--- config.mk ---
export PLATFORM = sky130hd
export DESIGN_NAME = seg7_scan_capture
export DESIGN_NICKNAME = d
export VERILOG_FILES = /design/src/rtl/seg7_pkg.sv /design/src/rtl/seg7_pattern_decode.sv /design/src/rtl/seg7_scan_capture.sv
export SDC_FILE = /design/constraint.sdc
export NUM_CORES = 1
export LEC_CHECK = 0
export ABC_AREA = 1
export ABC_CLOCK_PERIOD_IN_PS = 2900
export CORE_MARGIN = 3
export CORE_UTILIZATION = 55
export DETAILED_ROUTE_END_ITERATION = 10
export PLACE_DENSITY = 0.81
export SETUP_SLACK_MARGIN = 0.2
export SKIP_CTS_REPAIR_TIMING = 1
export SKIP_LAST_GASP = 1
export SLEW_MARGIN = 20
export SYNTH_ARGS = -nofsm -noshare
export SYNTH_HDL_FRONTEND = slang
export SYNTH_SLANG_ARGS = --single-unit
export TNS_END_PERCENT = 50
--- constraint.sdc ---
create_clock -name clk -period 2.9 [get_ports clk]
set_clock_uncertainty 0.05 [all_clocks]
set_input_delay 0.58 -clock clk [delete_from_list [all_inputs] [get_ports clk]]
set_output_delay 0.58 -clock clk [all_outputs]
set_load 0.01 [all_outputs]
--- src/rtl/seg7_pkg.sv ---
// Shared constants for the seven-segment capture path: active-low segment
// patterns (g..a), special digit codes and the scan-tracking FSM states.
package seg7_pkg;

  localparam logic [6:0] SEG7_PAT_0     = 7'b1000000;
  localparam logic [6:0] SEG7_PAT_1     = 7'b1111001;
  localparam logic [6:0] SEG7_PAT_2     = 7'b0100100;
  localparam logic [6:0] SEG7_PAT_3     = 7'b0110000;
  localparam logic [6:0] SEG7_PAT_4     = 7'b0011001;
  localparam logic [6:0] SEG7_PAT_5     = 7'b0010010;
  localparam logic [6:0] SEG7_PAT_6     = 7'b0000010;
  localparam logic [6:0] SEG7_PAT_7     = 7'b1111000;
  localparam logic [6:0] SEG7_PAT_8     = 7'b0000000;
  localparam logic [6:0] SEG7_PAT_9     = 7'b0010000;
  localparam logic [6:0] SEG7_PAT_BLANK = 7'b1111111;

  localparam logic [3:0] SEG7_CODE_BLANK = 4'hF;
  localparam logic [3:0] SEG7_CODE_ERR   = 4'hE;

  typedef enum logic [1:0] {
    ST_WAIT   = 2'd0,
    ST_SETTLE = 2'd1,
    ST_HOLD   = 2'd2
  } seg7_state_e;

endpackage

--- src/rtl/seg7_pattern_decode.sv ---
// Combinational inverse of the BCD-to-segment encoder: maps an active-low
// segment pattern to a BCD code, F for blank, E (with invalid) otherwise.
module seg7_pattern_decode
  import seg7_pkg::*;
(
  input  logic [6:0] seg,
  output logic [3:0] code,
  output logic       invalid
);

  // Pattern lookup; anything not in the encoder table is flagged invalid.
  always_comb begin
    code    = SEG7_CODE_ERR;
    invalid = 1'b1;
    case (seg)
      SEG7_PAT_0:     begin code = 4'd0;            invalid = 1'b0; end
      SEG7_PAT_1:     begin code = 4'd1;            invalid = 1'b0; end
      SEG7_PAT_2:     begin code = 4'd2;            invalid = 1'b0; end
      SEG7_PAT_3:     begin code = 4'd3;            invalid = 1'b0; end
      SEG7_PAT_4:     begin code = 4'd4;            invalid = 1'b0; end
      SEG7_PAT_5:     begin code = 4'd5;            invalid = 1'b0; end
      SEG7_PAT_6:     begin code = 4'd6;            invalid = 1'b0; end
      SEG7_PAT_7:     begin code = 4'd7;            invalid = 1'b0; end
      SEG7_PAT_8:     begin code = 4'd8;            invalid = 1'b0; end
      SEG7_PAT_9:     begin code = 4'd9;            invalid = 1'b0; end
      SEG7_PAT_BLANK: begin code = SEG7_CODE_BLANK; invalid = 1'b0; end
      default:        begin code = SEG7_CODE_ERR;   invalid = 1'b1; end
    endcase
  end

endmodule

--- src/rtl/seg7_scan_capture.sv ---
// Receive side of the multiplexed seven-segment bus: samples seg/an, waits for
// a stable one-hot pattern, decodes it and stores it per digit position.
module seg7_scan_capture
  import seg7_pkg::*;
#(
  parameter  int NUM_DIGITS    = 4,
  parameter  int STABLE_CYCLES = 4,
  localparam int IDX_W         = $clog2(NUM_DIGITS)
) (
  input  logic                    clk,
  input  logic                    rst,
  input  logic [6:0]              seg,
  input  logic [NUM_DIGITS-1:0]   an,
  input  logic                    clr,
  output logic [4*NUM_DIGITS-1:0] digits,
  output logic [NUM_DIGITS-1:0]   valid,
  output logic                    all_valid,
  output logic                    upd,
  output logic [IDX_W-1:0]        upd_idx,
  output logic                    err
);

  localparam int CNT_W = $clog2(STABLE_CYCLES + 1);

  logic [6:0]              seg_s_q, seg_p_q;
  logic [NUM_DIGITS-1:0]   an_s_q, an_p_q;
  seg7_state_e             state_q, state_d;
  logic [CNT_W-1:0]        cnt_q, cnt_d;
  logic [4*NUM_DIGITS-1:0] digits_q, digits_d;
  logic [NUM_DIGITS-1:0]   valid_q, valid_d;
  logic                    err_q, err_d;
  logic                    upd_q, upd_d;
  logic [IDX_W-1:0]        upd_idx_q, upd_idx_d;

  logic [NUM_DIGITS-1:0]   an_low;
  logic                    one_hot;
  logic                    change;
  logic                    accept;
  logic [IDX_W-1:0]        idx;
  logic [3:0]              dec_code;
  logic                    dec_invalid;

  seg7_pattern_decode u_decode (
    .seg     (seg_s_q),
    .code    (dec_code),
    .invalid (dec_invalid)
  );

  // Sample qualification: one-hot-low enable, bit position, and change vs previous sample.
  always_comb begin
    an_low  = ~an_s_q;
    one_hot = (an_low != '0) && ((an_low & (an_low - NUM_DIGITS'(1))) == '0);
    change  = (seg_s_q != seg_p_q) || (an_s_q != an_p_q);
    idx     = '0;
    for (int i = 0; i < NUM_DIGITS; i++) begin
      if (an_low[i]) begin
        idx = IDX_W'(i);
      end else begin
        idx = idx;
      end
    end
  end

  // Scan-tracking FSM: debounce counter and accept decision.
  always_comb begin
    state_d = state_q;
    cnt_d   = cnt_q;
    accept  = 1'b0;
    case (state_q)
      ST_WAIT: begin
        if (one_hot) begin
          state_d = ST_SETTLE;
          cnt_d   = CNT_W'(1);
        end else begin
          cnt_d   = '0;
        end
      end
      ST_SETTLE: begin
        if (change) begin
          state_d = one_hot ? ST_SETTLE : ST_WAIT;
          cnt_d   = one_hot ? CNT_W'(1) : '0;
        end else if (cnt_q >= CNT_W'(STABLE_CYCLES)) begin
          accept  = 1'b1;
          state_d = ST_HOLD;
        end else begin
          cnt_d   = cnt_q + CNT_W'(1);
        end
      end
      ST_HOLD: begin
        if (change) begin
          state_d = one_hot ? ST_SETTLE : ST_WAIT;
          cnt_d   = one_hot ? CNT_W'(1) : '0;
        end else begin
          state_d = ST_HOLD;
        end
      end
      default: begin
        state_d = ST_WAIT;
        cnt_d   = '0;
      end
    endcase
  end

  // Capture datapath: clear first, then an accepted digit overlays the cleared image.
  always_comb begin
    if (clr) begin
      digits_d = {NUM_DIGITS{SEG7_CODE_BLANK}};
      valid_d  = '0;
      err_d    = 1'b0;
    end else begin
      digits_d = digits_q;
      valid_d  = valid_q;
      err_d    = err_q;
    end
    upd_d     = accept;
    upd_idx_d = upd_idx_q;
    if (accept) begin
      digits_d[{idx, 2'b00} +: 4] = dec_code;
      valid_d[idx]                = 1'b1;
      err_d                       = err_d | dec_invalid;
      upd_idx_d                   = idx;
    end else begin
      upd_idx_d = upd_idx_q;
    end
  end

  // State and data registers.
  always_ff @(posedge clk) begin
    if (rst) begin
      seg_s_q   <= 7'h7F;
      seg_p_q   <= 7'h7F;
      an_s_q    <= '1;
      an_p_q    <= '1;
      state_q   <= ST_WAIT;
      cnt_q     <= '0;
      digits_q  <= {NUM_DIGITS{SEG7_CODE_BLANK}};
      valid_q   <= '0;
      err_q     <= 1'b0;
      upd_q     <= 1'b0;
      upd_idx_q <= '0;
    end else begin
      seg_s_q   <= seg;
      seg_p_q   <= seg_s_q;
      an_s_q    <= an;
      an_p_q    <= an_s_q;
      state_q   <= state_d;
      cnt_q     <= cnt_d;
      digits_q  <= digits_d;
      valid_q   <= valid_d;
      err_q     <= err_d;
      upd_q     <= upd_d;
      upd_idx_q <= upd_idx_d;
    end
  end

  assign digits    = digits_q;
  assign valid     = valid_q;
  assign all_valid = &valid_q;
  assign upd       = upd_q;
  assign upd_idx   = upd_idx_q;
  assign err       = err_q;

endmodule

==> Word level (Yosys, flattened, before mapping) <==
Index checks and enable logic that the tools add are counted.
{ "totals": {"word_cells": 80, "memories": 0, "latchBits": 0, "ram_bits": 0, "reg_bits": 51, "mem_bits_ro": 0, "in_bits": 14} }
{ "op_classes": {"multipliers": 0, "muxes": 28, "magnitude_cmp": 3, "n_reduce_logical": 11, "n_shift": 2, "addsub": 3, "bitwise": 4, "n_div": 0, "n_eq_ne": 18} }
{ "op_table": {"columns": ["op", "n"], "rows": [
  ["$pmux W4 S11", 1],
  ["$mux W16", 2],
  ["$eq A7 B7 Y1 const B", 4],
  ["$eq A7 B5 Y1 const B", 3],
  ["$bwmux W16", 1],
  ["$shift A4 B6 Y16 const A", 1],
  ["$shiftx A4 B6 Y16", 1],
  ["$eq A7 B6 Y1 const B", 2],
  ["$mux W2", 6],
  ["$reduce_or A11 Y1", 1],
  ["$mux W1", 10],
  ["$mux W3", 3],
  ["$pmux W3 S3", 1],
  ["$mux W4", 2],
  ["$eq A7 B2 Y1 const B", 1],
  ["$logic_not A7 Y1", 1],
  ["$ne A7 B7 Y1", 1],
  ["$ne A3 B3 Y1 const B", 2],
  ["$neg A4 Y6", 1],
  ["$pmux W2 S3", 1],
  ["$and A4 B4 Y4", 1],
  ["$logic_not A4 Y1", 1],
  ["$ne A2 B2 Y1 const B", 2],
  ["$ne A4 B4 Y1", 1],
  ["17 further kinds", 19]
]} }

==> Logic depth before layout (Yosys ltp) <==
{ "logic_depth": {"depth_word": 10, "mapped_depth": 14} }

==> Cells and area by module <==
From an unflattened synthesis, not the netlist that was laid out.
{ "hier_totals": {"cells_unflattened": 325, "hier_area_um2": 2396.0} }
{ "modules_own_cells": {"columns": ["module", "area_per_inst_um2", "cells_each", "instances"], "rows": [
  ["seg7_scan_capture", 2125.8, 266, 1],
  ["seg7_pattern_decode", 270.3, 59, 1]
]} }

==> Worst setup path after synthesis <==
Ideal clock, no wire load.
{ "synth_path": {"path_type": "register to register", "start": "register an_s_q[2]", "end": "register digits_q[3] (netlist: digits[3])", "arrival_time_ns": 1.796, "setup_slack_ns": 0.991, "setup_time_ns": 0.063, "period_less_slack_ns": 1.909, "required_ns": 2.787, "stages_incl_launch_ff": 10, "path_buffers": 0, "cell_sequence": "dfxtp_1 inv_1 o21ai_2 inv_1 ha_1 nor3_1 inv_1 nor2_1 nand3_1 nand3_1"} }
{ "synth_between": {"elab_chain_len": 7} }
{ "synth_lines": {"columns": ["element", "line", "source"], "rows": [
  ["start, declared", "seg7_scan_capture.sv:26", "logic [NUM_DIGITS-1:0] an_s_q, an_p_q;"],
  ["start signal, assigned", "seg7_scan_capture.sv:144", "an_s_q <= an;"],
  ["$not A4 Y4 (*)", "seg7_scan_capture.sv:51", "an_low = ~an_s_q;"],
  ["$mux W2 (*) (2 in a row)", "seg7_scan_capture.sv:56", "if (an_low[i]) begin"],
  ["net idx[0]", "seg7_scan_capture.sv:39", "logic [IDX_W-1:0] idx;"],
  ["$neg A4 Y6 (*)", "seg7_scan_capture.sv:118", "digits_d[{idx, 2'b00} +: 4] = dec_code;"],
  ["$shiftx A4 B6 Y16 or $shift A4 B6 Y16 (tied branches)", "seg7_scan_capture.sv:118", null],
  ["$bwmux W16 (*)", "seg7_scan_capture.sv:118", null],
  ["$mux W16 (*)", "seg7_scan_capture.sv:117", "if (accept) begin"],
  ["end signal, assigned", "seg7_scan_capture.sv:136", "digits_q <= {NUM_DIGITS{SEG7_CODE_BLANK}};"],
  ["end signal, assigned", "seg7_scan_capture.sv:148", "digits_q <= digits_d;"],
  ["end, declared", "seg7_scan_capture.sv:29", "logic [4*NUM_DIGITS-1:0] digits_q, digits_d;"]
]} }
Mark *: on every way through the listed nets, which the timed path passes. The rest lies on a longest branch.
A chain may end at the register's enable or synchronous reset.

==> Worst setup path in the final report <==
{ "layout_path": {"start": "register valid_q[2] (netlist: valid[2])", "end": "output port all_valid"} }
{ "layout_between": {"elab_chain_len": 1} }
{ "layout_lines": {"columns": ["element", "line", "source"], "rows": [
  ["start, declared", "seg7_scan_capture.sv:30", "logic [NUM_DIGITS-1:0] valid_q, valid_d;"],
  ["start signal, assigned", "seg7_scan_capture.sv:149", "valid_q <= valid_d;"],
  ["$reduce_and A4 Y1", "seg7_scan_capture.sv:158", "assign all_valid = &valid_q;"],
  ["end, declared", "seg7_scan_capture.sv:17", "output logic all_valid,"]
]} }
No other way between the ends.

==> results.cfg <==
[grt]
antenna_found_initial = 0
grt_pass1_wl_um = 10200
grt_usage_pct = 23.2
grt_pass1_vias = 2365
grt_overflow_total = 0
grt_max_degree = 18

[placement]
portBuffers = 38
pre_cts_slack_ps = 757
gp_congestion = 0.943
dp.cells = 469
hpwl_um = 4490

[floorplanning]
die_area_um2 = 5690
core-area_um2 = 4500
start_util_pct = 58.9
dieHeight_um = 75.4
rows = 24
die_w_um = 75.4
ios = 39

[pwr]
switching_share_pct = 29.2
p_leak_nw = 1.51
p_seq_share_pct = 53.8
p_int_w = 0.000982
p_sw_w = 0.000405
pwr-share-comb_pct = 17.3
powerDensity_nw_per_um2 = 439
clockPowerShare_pct = 28.9
ir_worst_vdd_mv = 0.368

[timing]
period_needed_ps = 2240
rsz0062_at_grt = no
hold_violations = 0
max_freq_mhz = 446
worst_slack_ps = 659
setup_viol = 0
drv_slew = 0
fin_crit_sh_pct = 77.3
timing.setup.tns_ps = 0
worst_pin_slew_ps = 499
slew_headroom_pct = 66.7

[critical_path]
crit_arrival_ps = 1610
path_cells = inv_1, nor4_1, clkdlybuf4s50_1
critPathTopFamily = buffers and inverters
regToRegSetupSlack_ps = 710
worst-path-stages = 3
worstReg2RegEnd = digits[1]
r2r_start = an_s_q[2]
worst_setup_path_end_kind = output port
crit_start = valid[2]
slowest_delay_ps = 610
cpMaxStageDelayCell = clkdlybuf4s50_1
cp-start-kind = register
critPathMaxFanout = 2
critPathRequiredTime_ps = 2270
crit_end = all_valid
r2r_cells = 9
path_class = register to output port
crit_buf_inv = 2

[logic_synthesis]
post-synth-top-area-fraction_pct = 38.5
yosysTopAreaCell = dfxtp_1
ys_warn_count = 0
yosysSeqAreaShare_pct = 38.5
netlist_area_um2 = 2650
syn_nets = 413
synthTopCellsByArea = dfxtp_1, nand2_1, ha_1, inv_1, nor2_1
yosysMostFrequentCell = nand2_1
synthDistinctLibCells = 28
synth_ff_type = dfxtp_1
yosys-top-cells-count = nand2_1, dfxtp_1, inv_1, nor2_1, nand3_1
synth-seq-cells = 51
synth_area_per_cell_um2 = 6.91
synth_cells = 384
async_reset_ff_share_pct = 0
synth-edff-count = 0

[detailed_routing]
routedWlPerCell_um = 12.4
dr.pass1.iters = 4
post-route-drc-count = 0
vias = 2471
via_per_inst = 5.18
drtIter0Drc = 227
drtAntennaViolNets = 0
routed_wl_um = 5930

[final_layout]
syn2layout_area_growth_pct = 19.0
n_antenna_cell = 0
instances_no_fill = 477
fillers = 391
drive_gt1_share_pct = 9.18
fin_nets = 453

[job]
maxCapViolations = 0

[clocking]
clock_latency_ps = 300
cts_root_buffer = clkbuf_8
cts_made_buffers = 5
clkSinkCount = 51
cts.reportedPaths.clkPinSlew_ps = 90
cts.path.max_buffers = 2
cts_tree = yes
htree_levels = 2

[worst_hold_path]
hold_start = err
hold_class = register to register

[outcome]
status = completed
layer usage:
layer  global-route usage (%)  vias to the layer above  share of wire (%)
met3                     4.35                       12                6.9
met5                        0                        -                  0
met1                     30.6                     1098                 46
li1                         -                     1279                  -
met4                     7.77                        0                1.8
met2                     38.1                       82                 46
power by group through the flow:
stage / clock [W] / sequential (W) / combinational [W]
detailed placement: 0 / 0.000763 / 0.000237
finish: 0.000401 / 0.000747 / 0.000240
global route: 0.000441 / 0.000751 / 0.000275
CTS: 0.000411 / 0.000747 / 0.000240
floorplan: 0 / 0.000755 / 0.000181
global placement: 0 / 0.000762 / 0.000231
final cells by class:
type	instances	area (um2)	share of cell area (%)
inverter	48	180	5.71
timing repair buffer	40	395	12.5
clock inverter	2	12.5	0.396
clock buffer	6	72.6	2.30
sequential	51	1020	32.3
multi-input combinational	278	1410	44.7
tap	52	65.1	2.06
worst min-delay path, delay by kind of cell, from the launching register on:
family	cells	cell delay, ps
compound gates	1	50
flops	1	340
simple gates	1	50
kinds of logic after synthesis:
| family | share of synthesized area, % |
|---|---|
| flip-flops | 38.5 |
| adder cells (fa/ha/maj) | 7.08 |
| AND/OR/NAND/NOR | 39.0 |
| AO/OA/AOI/OAI | 5.80 |
| XOR/XNOR | 1.32 |
| buffers and inverters | 8.35 |
per-stage QoR:
| step | hold slack (ps) | cell area [um2] | utilization [%] | power, W |
|---|---|---|---|---|
| 2_1_floorplan | 403 | 2650 | - | 0.000937 |
| 3_3_place_gp | 415 | 3070 | 68.2 | 0.000993 |
| 3_5_place_dp | 400 | 3070 | 68.2 | 0.00100 |
| 4_1_cts | 422 | 3160 | 70.1 | 0.00140 |
| 5_1_grt | 450 | 3160 | 70.1 | 0.00147 |
| 6_report | 423 | 3160 | 70.1 | 0.00139 |
registers in the layout, summed over array words and instances (netlist names):
name,flops
upd,1
seg_s_q,7
an_s_q,4
an_p_q,4
cnt_q,3
seg_p_q,7
state_q,2
upd_idx,2
valid,4
digits,16
err,1
placed cells by master, fill, tap and decap left out:
| cell | netlist | layout |
|---|---|---|
| nor3_2 | 2 | 2 |
| nand2_1 | 133 | 133 |
| clkbuf_8 | 0 | 5 |
| nor3_1 | 9 | 9 |
| a21oi_1 | 6 | 6 |
| dfxtp_1 | 51 | 51 |
| o21ai_0 | 19 | 19 |
| nand3b_1 | 1 | 1 |
| buf_4 | 0 | 2 |
| clkdlybuf4s50_1 | 0 | 38 |
| nor3_4 | 1 | 1 |
| o21ai_2 | 1 | 1 |
| or2_2 | 14 | 14 |
| clkinvlp_4 | 0 | 1 |
| nand3_2 | 1 | 1 |
| inv_1 | 44 | 44 |
| nor2_2 | 4 | 4 |
| clkinv_2 | 0 | 1 |
| o22ai_1 | 2 | 2 |
| nand3_1 | 21 | 21 |
| clkbuf_1 | 4 | 1 |
| ha_1 | 15 | 15 |
| nand4_1 | 8 | 8 |
| o21bai_1 | 1 | 1 |
| nand4_4 | 1 | 1 |
| nor4_1 | 2 | 2 |
| nor2_1 | 31 | 31 |
| nand2_2 | 1 | 1 |
| inv_2 | 4 | 4 |
| xnor2_1 | 4 | 4 |
| nor2_4 | 1 | 1 |
worst min-delay path by stage:
| stage | endpoint | depth (start not counted) | slack, ps |
|---|---|---|---|
| 6_report | err | 2 | 420 |
| 5_1_grt | err | 2 | 450 |
| 4_1_cts | err | 2 | 420 |
| 3_5_place_dp | err | 2 | 400 |
| 3_3_place_gp | digits[10] | 2 | 420 |
| 2_1_floorplan | an_p_q[0] | 2 | 400 |
(Power assumes the default switching activity.)
